`src/rtl/uart_frame_tx.sv`:
```
// uart_frame_tx: multi-byte UART transmitter, byte 0 first; define UART_TX_PARITY_EN to add a parity bit per byte
module uart_frame_tx #(
    parameter int CLOCK_FREQ = 100_000_000,
    parameter int BAUD_RATE  = 9600,
    parameter int NUM_BYTES  = 50,
    parameter int STOP_BITS  = 1,
    parameter int PARITY_ODD = 0
) (
    input  logic                   clk,
    input  logic                   rst,
    input  logic [8*NUM_BYTES-1:0] data_in,
    input  logic                   send,
    output logic                   tx,
    output logic                   busy,
    output logic                   done
);
    localparam int DIVISOR = CLOCK_FREQ / BAUD_RATE;
    localparam int CW = $clog2(DIVISOR);
    localparam int BW = NUM_BYTES > 1 ? $clog2(NUM_BYTES) : 1;
    localparam logic [CW-1:0] DIV_LAST = CW'(DIVISOR - 1);
    localparam logic [BW-1:0] BYTE_LAST = BW'(NUM_BYTES - 1);
    localparam logic STOP_LAST = (STOP_BITS == 2);
    localparam logic [2:0] IDLE  = 3'd0;
    localparam logic [2:0] START = 3'd1;
    localparam logic [2:0] DATA  = 3'd2;
    localparam logic [2:0] STOP  = 3'd4;
`ifdef UART_TX_PARITY_EN
    localparam logic [2:0] PARITY = 3'd3;
    localparam logic PAR_SENSE = PARITY_ODD[0];
`endif
    logic [2:0]             state;
    logic [CW-1:0]          baud_cnt;
    logic [2:0]             bit_cnt;
    logic                   stop_cnt;
    logic [BW-1:0]          byte_idx;
    logic [8*NUM_BYTES-1:0] shreg;
    logic [7:0]             cur_byte;
    logic                   tick;
    // the byte on the wire always sits in the low 8 bits; bits are picked by index rather than shifted
    assign cur_byte = shreg[7:0];
    assign tick = (baud_cnt == DIV_LAST);
`ifdef UART_TX_PARITY_EN
    logic parity;
    assign parity = ^cur_byte ^ PAR_SENSE;
`endif
    // frame sequencer: line changes only when the baud counter wraps, so every bit lasts DIVISOR cycles
    always_ff @(posedge clk or posedge rst) begin
        if (rst) begin
            state    <= IDLE;
            baud_cnt <= '0;
            bit_cnt  <= '0;
            stop_cnt <= 1'b0;
            byte_idx <= '0;
            shreg    <= '0;
            tx       <= 1'b1;
            busy     <= 1'b0;
            done     <= 1'b0;
        end else begin
            done <= 1'b0;
            if (state == IDLE) begin
                baud_cnt <= '0;
                if (send) begin
                    shreg    <= data_in;
                    byte_idx <= '0;
                    bit_cnt  <= '0;
                    stop_cnt <= 1'b0;
                    busy     <= 1'b1;
                    tx       <= 1'b0;
                    state    <= START;
                end
            end else begin
                baud_cnt <= tick ? '0 : baud_cnt + 1'b1;
                if (tick) begin
                    case (state)
                        START: begin
                            state   <= DATA;
                            bit_cnt <= '0;
                            tx      <= cur_byte[0];
                        end
                        DATA: begin
                            if (bit_cnt != 3'd7) begin
                                bit_cnt <= bit_cnt + 3'd1;
                                tx      <= cur_byte[bit_cnt + 3'd1];
                            end else begin
`ifdef UART_TX_PARITY_EN
                                state <= PARITY;
                                tx    <= parity;
`else
                                state    <= STOP;
                                stop_cnt <= 1'b0;
                                tx       <= 1'b1;
`endif
                            end
                        end
`ifdef UART_TX_PARITY_EN
                        PARITY: begin
                            state    <= STOP;
                            stop_cnt <= 1'b0;
                            tx       <= 1'b1;
                        end
`endif
                        STOP: begin
                            if (stop_cnt != STOP_LAST) begin
                                stop_cnt <= 1'b1;
                            end else if (byte_idx < BYTE_LAST) begin
                                shreg    <= shreg >> 8;
                                byte_idx <= byte_idx + 1'b1;
                                state    <= START;
                                tx       <= 1'b0;
                            end else begin
                                state <= IDLE;
                                busy  <= 1'b0;
                                done  <= 1'b1;
                            end
                        end
                        default: begin
                            state <= IDLE;
                            busy  <= 1'b0;
                            tx    <= 1'b1;
                        end
                    endcase
                end
            end
        end
    end
endmodule

```
`config.mk`:
```
export PLATFORM = sky130hd
export DESIGN_NAME = uart_frame_tx
export DESIGN_NICKNAME = d
export VERILOG_FILES = /design/src/rtl/uart_frame_tx.sv
export SDC_FILE = /design/constraint.sdc
export NUM_CORES = 1
export LEC_CHECK = 0
export BUFFER_PORTS_ARGS = -buffer_cell sky130_fd_sc_hd__buf_2
export CORE_UTILIZATION = 45
export DETAILED_ROUTE_END_ITERATION = 7
export GPL_TIMING_DRIVEN = 0
export PLACE_DENSITY_LB_ADDON = 0.2
export SLEW_MARGIN = 20
export SYNTH_ARGS = -nofsm -noshare
export SYNTH_HDL_FRONTEND = slang
export SYNTH_SLANG_ARGS = --single-unit
```
`constraint.sdc`:
```
create_clock -name clk -period 33.6 [get_ports clk]
set_clock_uncertainty 0.2 [all_clocks]
set_input_delay 0 -clock clk [delete_from_list [all_inputs] [get_ports clk]]
set_output_delay 0 -clock clk [all_outputs]
set_load 0.02 [all_outputs]
```
## After elaboration in Yosys (flattened, before gate mapping)

Index checks and enable logic that the tools add are counted.

| storage, ports and cells | value |
|---|---|
| input port bits | 403 |
| word-level logic and storage cells | 91 |
| memories kept | 0 |
| memory bits (writable) | 0 |
| bits in read-only memories | 0 |
| latch bits | 0 |
| flip-flop bits (word level) | 430 |

| operators by class | value |
|---|---|
| shifts and indexed selects | 0 |
| divide/modulo/power cells | 0 |
| multiplexer cells | 51 |
| order comparisons | 2 |
| reduce and logical (&&, ||, !) cells | 13 |
| equal/unequal tests | 13 |
| add/subtract/negate cells | 3 |
| multipliers | 0 |
| bitwise operators | 0 |

Operators by type and width:

| kind | number |
|---|---|
| 400-bit 2-to-1 mux | 6 |
| 6-bit 2-to-1 mux | 6 |
| 14-bit 2-to-1 mux | 2 |
| 3-bit 2-to-1 mux | 9 |
| 1-bit 2-to-1 mux | 22 |
| 3-bit != test (second input constant) | 6 |
| 4-bit AND reduction | 4 |
| 14-bit by 1-bit adder with 14-bit output (second input constant) | 1 |
| 14-bit == test (second input constant) | 1 |
| 5-bit AND reduction | 2 |
| 3-bit case mux with 3 select lines | 1 |
| 6-bit by 1-bit adder with 6-bit output (second input constant) | 1 |
| 6-bit less-than comparator (second input constant) | 1 |
| 3-bit case mux with 2 select lines | 1 |
| 2-bit nonzero test | 3 |
| 3-bit nonzero test | 2 |
| 3-bit by 4-bit less-than comparator with 1-bit output (second input constant) | 1 |
| 2-bit by 1-bit != test with 1-bit output (second input constant) | 2 |
| 1-bit case mux with 2 select lines | 2 |
| 3-bit by 1-bit adder with 3-bit output (second input constant) | 1 |
| 1-bit binary-select mux with 3-bit select | 1 |
| 3-bit by 1-bit == test with 1-bit output (second input constant) | 1 |
| 3-bit by 2-bit == test with 1-bit output (second input constant) | 1 |
| 3-bit == test (second input constant) | 1 |
| 4 further kinds | 4 |

## Depth between registers and ports, before layout

Gate-level depths: netlist (run 1).

| depth | value |
|---|---|
| depth in word-level cells | 7 |
| depth in mapped cells | 9 |
| mapped depth without buffers | 7 |

## Least setup slack after synthesis (run 1)

OpenSTA, ideal clock, no wires.

| path | value |
|---|---|
| path type | reg2reg |
| start point | register byte_idx[0] |
| end point | register shreg[143] |
| stages on the path, launching flop included | 10 |
| path slack | 31.454 ns |
| path buffers | 3 |
| period minus slack after synthesis | 2.146 ns |
| setup time | 0.130 ns |
| data arrival time | 1.816 ns |
| path through | dfrtp_1 > inv_1 > ha_1 > nor3b_1 > o211ai_2 > o21ai_2 > buf_4 > buf_4 > buf_2 > a31oi_1 |

| on the way | value |
|---|---|
| longest elaborated chain between the ends | 3 |

Ends and longest elaborated chain:

| element | RTL line | text |
|---|---|---|
| start: declaration | 35 | `logic [BW-1:0] byte_idx;` |
| start signal: assignment | 107 | `byte_idx <= byte_idx + 1'b1;` |
| 6-bit less-than comparator | 105 | `end else if (byte_idx < BYTE_LAST) begin` |
| 2-bit nonzero test (no line) | -- |  |
| 5-bit AND reduction (no line) | -- |  |
| end signal: assignment | 63 | `shreg <= data_in;` |
| end signal: assignment | 106 | `shreg <= shreg >> 8;` |
| end: declaration | 36 | `logic [8*NUM_BYTES-1:0] shreg;` |

No other way between the ends.
A chain may end at the register's enable or synchronous reset.

## Worst setup path after layout (run 1)

| path | value |
|---|---|
| start point | register state[2] |
| end point | register shreg[394] |

| on the way | value |
|---|---|
| longest elaborated chain between the ends | 3 |
| elaborated cells between the ends (all ways) | 9 |

Ends and longest elaborated chain:

| element | RTL line | text |
|---|---|---|
| start: declaration | 31 | `logic [2:0] state;` |
| start signal: assignment | 49 | `state <= IDLE;` |
| start signal: assignment | 69 | `state <= START;` |
| start signal: assignment | 76 | `state <= DATA;` |
| 3-bit == test / 3-bit zero test (equally long branches) | 74, 60 |  |
| 2-bit nonzero test (no line), or another cell as far along | -- |  |
| 5-bit AND reduction (no line) | -- |  |

Several ways; a longest one is shown, not always the timed one.

==> results of run 1 <==
registers in the layout, indices dropped and copies added, names as in the netlist:
signal    flops
shreg       400
baud_cnt     14
byte_idx      6
bit_cnt       3
state         3
busy          1
done          1
tx            1
critical path, cell delays in order, from the launching register on:
cell           delay [ns]
dfrtp_1              0.35
buf_2                0.18
nor3_4               0.51
and2_1               0.30
clkbuf_1             0.43
nand2_1              0.13
dlygate4sd3_1        0.59
o21ai_0              0.13
dlygate4sd3_1        0.61
cells by family after synthesis:
family	Yosys count
xor+xnor	13
flops	429
mux	7
buf+inv	188
fa+ha+maj	5
compound gates	421
simple gates	1267
cell usage in the layout (no fill, tap or decap), drive strengths merged, types with 4 or more instances in the layout:
cell         count
nand2          816
buf            509
dlygate4sd3    436
dfrtp          428
nor2           415
a31oi          393
clkbuf         149
o21ai           16
diode           12
inv              9
nand3            8
xor2             7
xnor2            6
clkinv           6
nor3             6
ha               5
a21oi            4
mux2i            4
area by class of cell:
type                       instances  area (um2)  share of cell area
buffer                           180         846              0.0302
timing repair buffer             845        6500               0.232
inverter                           8        37.5             0.00134
antenna                           12        30.0             0.00107
clock inverter                    10         106             0.00379
tap                              539         674              0.0241
sequential                       429       10700               0.383
clock buffer                      69        1350              0.0481
multi-input combinational       1713        7750               0.276
cell usage after synthesis, types with 3 or more instances:
cell	count	area (um2)
buf_2	85	425
ha_1	5	62.6
inv_1	8	30.0
xor2_1	7	61.3
buf_6	3	33.8
xnor2_1	6	52.6
nand4_1	3	18.8
nand2_1	815	3060
a31oi_1	393	2460
buf_4	11	82.6
nor4_1	3	18.8
or3_1	3	18.8
nand3_1	8	40.0
nor3_1	5	25.0
mux2i_1	4	40.0
o21ai_0	15	75.1
clkbuf_1	80	300
nor2_1	415	1560
a21oi_1	4	20.0
dfrtp_1	428	10700
how the worst max path moves through the flow:
| stage | endpoint | cells after the start | slack, ns | startpoint |
|---|---|---|---|---|
| after floorplan | baud_cnt[0]$_DFF_PP0_ | 1 | 21.46 | rst |
| after global placement | shreg[205]$_DFFE_PP0P_ | 2 | 16.90 | rst |
| after detailed placement | shreg[12]$_DFFE_PP0P_ | 6 | 30.74 | state[2]$_DFFE_PP0P_ |
| after CTS | shreg[394]$_DFFE_PP0P_ | 8 | 30.31 | state[2]$_DFFE_PP0P_ |
| after global routing | shreg[394]$_DFFE_PP0P_ | 8 | 30.01 | state[2]$_DFFE_PP0P_ |
| final | shreg[394]$_DFFE_PP0P_ | 8 | 30.10 | state[2]$_DFFE_PP0P_ |
power by group:
part | leakage (uW) | switching (uW) | internal, uW
clock network | 0.000716 | 210 | 291
registers | 0.00389 | 0 | 517
logic | 0.00878 | 29.6 | 50.2
timing repair:
action,CTS,global route
setup buffers,0,0
resized for setup,0,0
hold buffers,436,0
hold endpoints to repair,652,0
stage by stage:
step                cell area (um2)  total power, uW   util  setup WS, ns  hold slack [ns]
floorplan                     19400              534      -         21.46          -0.0832
global placement              22100              562  0.522         16.90          0.00859
detailed placement            22200              563  0.525         30.74           -0.146
CTS                           28000             1100  0.663         30.31          0.00100
global route                  28000             1130  0.664         30.01           0.0203
finish                        28000             1100  0.664         30.10           0.0158
routing by layer:
metal | global-route usage | vias to the layer above | wire [um]
li1 | - | 9577 | -
met1 | 0.395 | 9963 | 27600
met2 | 0.530 | 1164 | 33400
met3 | 0.0602 | 331 | 5110
met4 | 0.173 | 0 | 3740
met5 | 0 | - | 0
==> results by group, run 1 <==
Power and ir drop
  • PwrDens: 39.2 nW/um2
  • IR drop worst, VDD: 0.0000299 V
  • Leakage: 0.0134 uW

Synth
  • Post-synthesis simple-gate area fraction: 0.251
  • Post-synthesis mux area share: 0.00439
  • YS warnings: 0
  • Syn Nets: 2,738
  • Register area share after synthesis: 0.555
  • Post-synthesis compound-gate area fraction: 0.136
  • Synth Area in Adders: 0.00323
  • Cell variety after synth: 44
  • Synth async-reset ratio: 1.00
  • Post-synth EDFFs: 0
  • Main synth FF type: dfrtp_1
  • Largest family of logic cells by synthesized area: simple AND/OR/NAND/NOR gates
  • FF+latch count, synth: 429
  • Post-Syn Instances: 2,330
  • Average size of a mapped cell: 8.31 um2
  • XOR/XNOR share of the synthesized area: 0.00588
  • Mapped Area: 19,400 um2

Min path
  • Hold Crit Start: data_in[99]
  • Hold endpoint: shreg[99]$_DFFE_PP0P_
  • Min-Delay Path Depth: 4
  • Min-Delay Path Class: in -> reg

Routing
  • DR WL/cell: 18.3 um
  • Final WL: about 70,000 um
  • Vias: 21,000
  • Initial drt markers: 2,336
  • # DRC: 4
  • Vias per Instance: 5.53
  • Detail Route Antenna Nets: 0
  • Number of detailed-route iterations in the first pass: 8

Job
  • Maxcap violations: 0

STA
  • Period utilization: 0.104
  • Slew headroom: 0.372
  • Fmax: 285 MHz
  • Total negative setup slack: 0 ns
  • Final hold vios: 0
  • Final setup viols: 0
  • Max-slew violations: 0
  • Period minus WS final: roughly 3.5 ns
  • RSZ-0062 raised after global routing: no
  • Slew at the pin closest to its max-slew limit: 0.943 ns

GRT
  • Global-route wire length before repair: 111,000 um
  • Vias in the first global route: 21,600
  • GRT Util Overall: 0.319
  • Initial antenna violation count: 10
  • Global route overflow: 0
  • Largest net degree at the start of global routing: 109

Floorplan
  • CORE AREA: 42,200 um2
  • Area of the die: 43,900 um2
  • Horiz. Die Dim: 209 um
  • Floorplan row count: 75
  • Initial core utilization: 0.459
  • I/O pin total: 406
  • Overall die height: 209 um

Clock tree
  • CTS Buffer Depth: 3
  • CTS buffer count: 46
  • Worst-Skew Late Latency: 0.58 ns
  • Clock Sinks: 429
  • CTS tree: yes
  • Root Buffer: clkbuf_16
  • Clk slew on worst S/H paths: 0.07 ns
  • Depth of the CTS H-tree: 2

Placed design
  • DP HPWL: 44,400 um
  • GPL Wtd Cong: 0.889
  • IO Port Bufs: 405
  • Cells after DPL: 3,278

Finish
  • Layout Cells excl Fill: 3,805
  • Filler cell count: between 3,000 and 4,000
  • Area delta synth->final: 44.8%
  • Fraction of layout cells with a size suffix above 1: 0.179
  • Nets: 3,631

Outcome
  • Status: complete, but fails checks
  • Failing checks: DRC

Critical path
  • CP endpoint kind: flop
  • Worst r2r path cells: 8
  • Critical path arrival: 3.82 ns
  • R2R Path Start: state[2]$_DFFE_PP0P_
  • Kind of critical path: reg -> reg
  • Startpoint types: flop
  • Capturing point of the worst reg2reg path: shreg[394]$_DFFE_PP0P_
  • FF-to-FF setup slack: 30.10 ns
  • Critical path required time: 33.92 ns
  • CP max FO: 10
(Power assumes the default switching activity.)
==> inputs of run 2 (changes only) <==
==> constraint.sdc (replaced) <==
create_clock -name clk -period 3.6 [get_ports clk]
set_clock_uncertainty 0.2 [all_clocks]
set_input_delay 0 -clock clk [delete_from_list [all_inputs] [get_ports clk]]
set_output_delay 0 -clock clk [all_outputs]
set_load 0.02 [all_outputs]
==> results by group, run 2 (synthesized netlist as in run 1, its figures left out) <==
Placed design
  • GPL Wtd Cong: 0.883 (-0.66%)
  • IO Port Bufs: 405 (unchanged)
  • DP HPWL: 45,200 um (+1.9%)
  • Placed Area: 22,300 um2 (+0.75%)
  • Cells after DPL: 3,288 (+0.31%)

STA
  • Final hold vios: 0 (unchanged)
  • RSZ-0062 raised after global routing: no
  • Max-slew violations: 0 (unchanged)
  • Slew at the pin closest to its max-slew limit: 0.940 ns (-0.00319 ns)
  • Final setup viols: 0 (unchanged)
  • Fmax: 294 MHz (+3.2%)
  • WHS: 0.0235 ns (+0.00776 ns)
  • Slew headroom: 0.374 (+0.00212)
  • Period minus WS final: 3.40 ns (-0.107 ns)
  • Period utilization: 0.943 (+0.839)

Critical path
  • Worst Path Buf+Inv: 4 (unchanged)
  • Critical path required time: 3.92 ns (-30.00 ns)
  • Worst r2r path cells: 8 (unchanged)
  • Top cell by count, worst path: dlygate4sd3_1
  • Cells along the critical path: buf_2, nor3_4, and2_1, clkbuf_1, nand2_1, dlygate4sd3_1, o21ai_0, dlygate4sd3_1
  • FF-to-FF setup slack: 0.20 ns (-29.89 ns)
  • Startpoint types: flop
  • WP depth: 8 (unchanged)
  • Worst path max stage delay: 0.59 ns (-0.02 ns)
  • CP max FO: 10 (unchanged)
  • CP endpoint kind: flop
  • Critical path arrival: 3.71 ns (-0.11 ns)
  • Kind of critical path: reg -> reg
  • Largest delay share family, worst path: buffers and inverters
  • Slowest CP cell: dlygate4sd3_1

GRT
  • GRT Util Overall: 0.335 (+0.0161)
  • Global route overflow: 0 (unchanged)
  • Vias in the first global route: 22,500 (+4.4%)
  • Initial antenna violation count: 7 (-3)
  • Global-route wire length before repair: 116,000 um (+4.5%)
  • Largest net degree at the start of global routing: 35 (-68%)

Min path
  • Min-Delay Path Class: in -> reg
  • Min-Delay Path Depth: 4 (unchanged)

Power and ir drop
  • PwrDens: 365 nW/um2 (+830%)
  • IR drop worst, VDD: 0.000394 V (+1200%)
  • Leakage: 0.0137 uW (+2.0%)

Finish
  • Fraction of layout cells with a size suffix above 1: 0.180 (+0.000837)
  • Nets: 3,683 (+1.4%)
  • Commonest cells after routing, fill and taps aside: nand2_1, buf_2, dlygate4sd3_1
  • Final instance area: 28,700 um2 (+2.3%)
  • Area delta synth->final: 48.1%
  • Most common cell after layout, fill and taps aside: nand2_1
  • Layout Cells excl Fill: 3,859 (+1.4%)
  • Largest Register: shreg
  • Max reg flops: 400 (unchanged)
  • Regs by FF count: shreg x400, baud_cnt x14, byte_idx x6

Clock tree
  • Worst-Skew Late Latency: 0.61 ns (+0.03 ns)
  • Clock Sinks: 429 (unchanged)
  • Root Buffer: clkbuf_16
  • Post-CTS setup buffers: 0 (unchanged)
  • CTS tree: yes
  • CTS buffer count: 47 (+2.2%)
  • Depth of the CTS H-tree: 2 (unchanged)
  • Clk slew on worst S/H paths: 0.06 ns (about the same)
  • CTS Buffer Depth: 3 (unchanged)

Routing
  • # DRC: 0 (-4)
  • DR WL/cell: 19.1 um (+4.2%)
  • Initial drt markers: 2,095 (-10%)
  • Number of detailed-route iterations in the first pass: 7 (-1)
  • Final WL: 73,800 um (+5.7%)
  • Vias: 21,700 (+3.0%)
  • Detail Route Antenna Nets: 0 (unchanged)
  • Vias per Instance: 5.61 (+1.6%)

Floorplan
  • Floorplan row count: 75 (unchanged)
  • Horiz. Die Dim: 209 um (unchanged)
  • Overall die height: 209 um (unchanged)
  • I/O pin total: 406 (unchanged)
  • Initial core utilization: 0.459 (unchanged)
  • Area of the die: 43,900 um2 (unchanged)
  • CORE AREA: 42,200 um2 (unchanged)

Job
  • Maxcap violations: 0 (unchanged)

Outcome
  • Status: completed
[run 2: repair_timing]
| item | in CTS | in global routing |
|---|---|---|
| hold buffers | 477 | 0 |
| hold endpoints to repair | 576 | 0 |
| resized for setup | 0 | 2 |
| setup endpoints to repair | 0 | 1 |
[run 2: metal layers]
metal  GRT usage  part of all wire
met1       0.400              0.38
met2       0.557              0.47
met3      0.0736             0.084
met4       0.200             0.063
met5           0           0.00018
[run 2: worst paths after layout]
| check | from | endpoint |
|---|---|---|
| max | state[2]$_DFFE_PP0P_ | shreg[395]$_DFFE_PP0P_ |
| min | data_in[381] | shreg[381]$_DFFE_PP0P_ |
| max reg2reg | state[2]$_DFFE_PP0P_ | shreg[395]$_DFFE_PP0P_ |
| min reg2reg | baud_cnt[0]$_DFF_PP0_ | baud_cnt[0]$_DFF_PP0_ |
| max in group asynchronous | rst | shreg[251]$_DFFE_PP0P_ |
| min in group asynchronous | rst | shreg[13]$_DFFE_PP0P_ |
[run 2: layout make-up]
type	instances	area (um2)
fill	3088	13600
sequential	429	10700
multi-input combinational	1713	7750
timing repair buffer	896	7080
clock buffer	75	1400
buffer	180	847
tap	539	674
clock inverter	10	118
inverter	8	33.8
antenna	9	22.5
[run 2: through the flow]
step / setup WS, ns / utilization / power (uW) / setup TNS [ns]
2_1_floorplan: -2.39 / - / 4990 / -1023.96
5_1_grt: 0.0495 / 0.679 / 10700 / 0
4_1_cts: 0.291 / 0.678 / 10500 / 0
3_5_place_dp: 0.730 / 0.529 / 5280 / 0
6_report: 0.204 / 0.679 / 10500 / 0
3_3_place_gp: -4.87 / 0.523 / 5240 / -2049.99
[run 2: power breakdown]
part / total, uW / switching [uW] / internal, uW / leakage [uW]
clock network: 4820 / 2020 / 2810 / 0.000743
registers: 4820 / 0 / 4820 / 0.00389
logic: 808 / 292 / 516 / 0.00902
[run 2: worst reg2reg max path, stage by stage (launching register included)]
cell and delay (ns):
dfrtp_1 0.35, buf_2 0.19, nor3_4 0.49, and2_1 0.28, clkbuf_1 0.45, nand2_1 0.12
dlygate4sd3_1 0.57, o21ai_0 0.09, dlygate4sd3_1 0.59
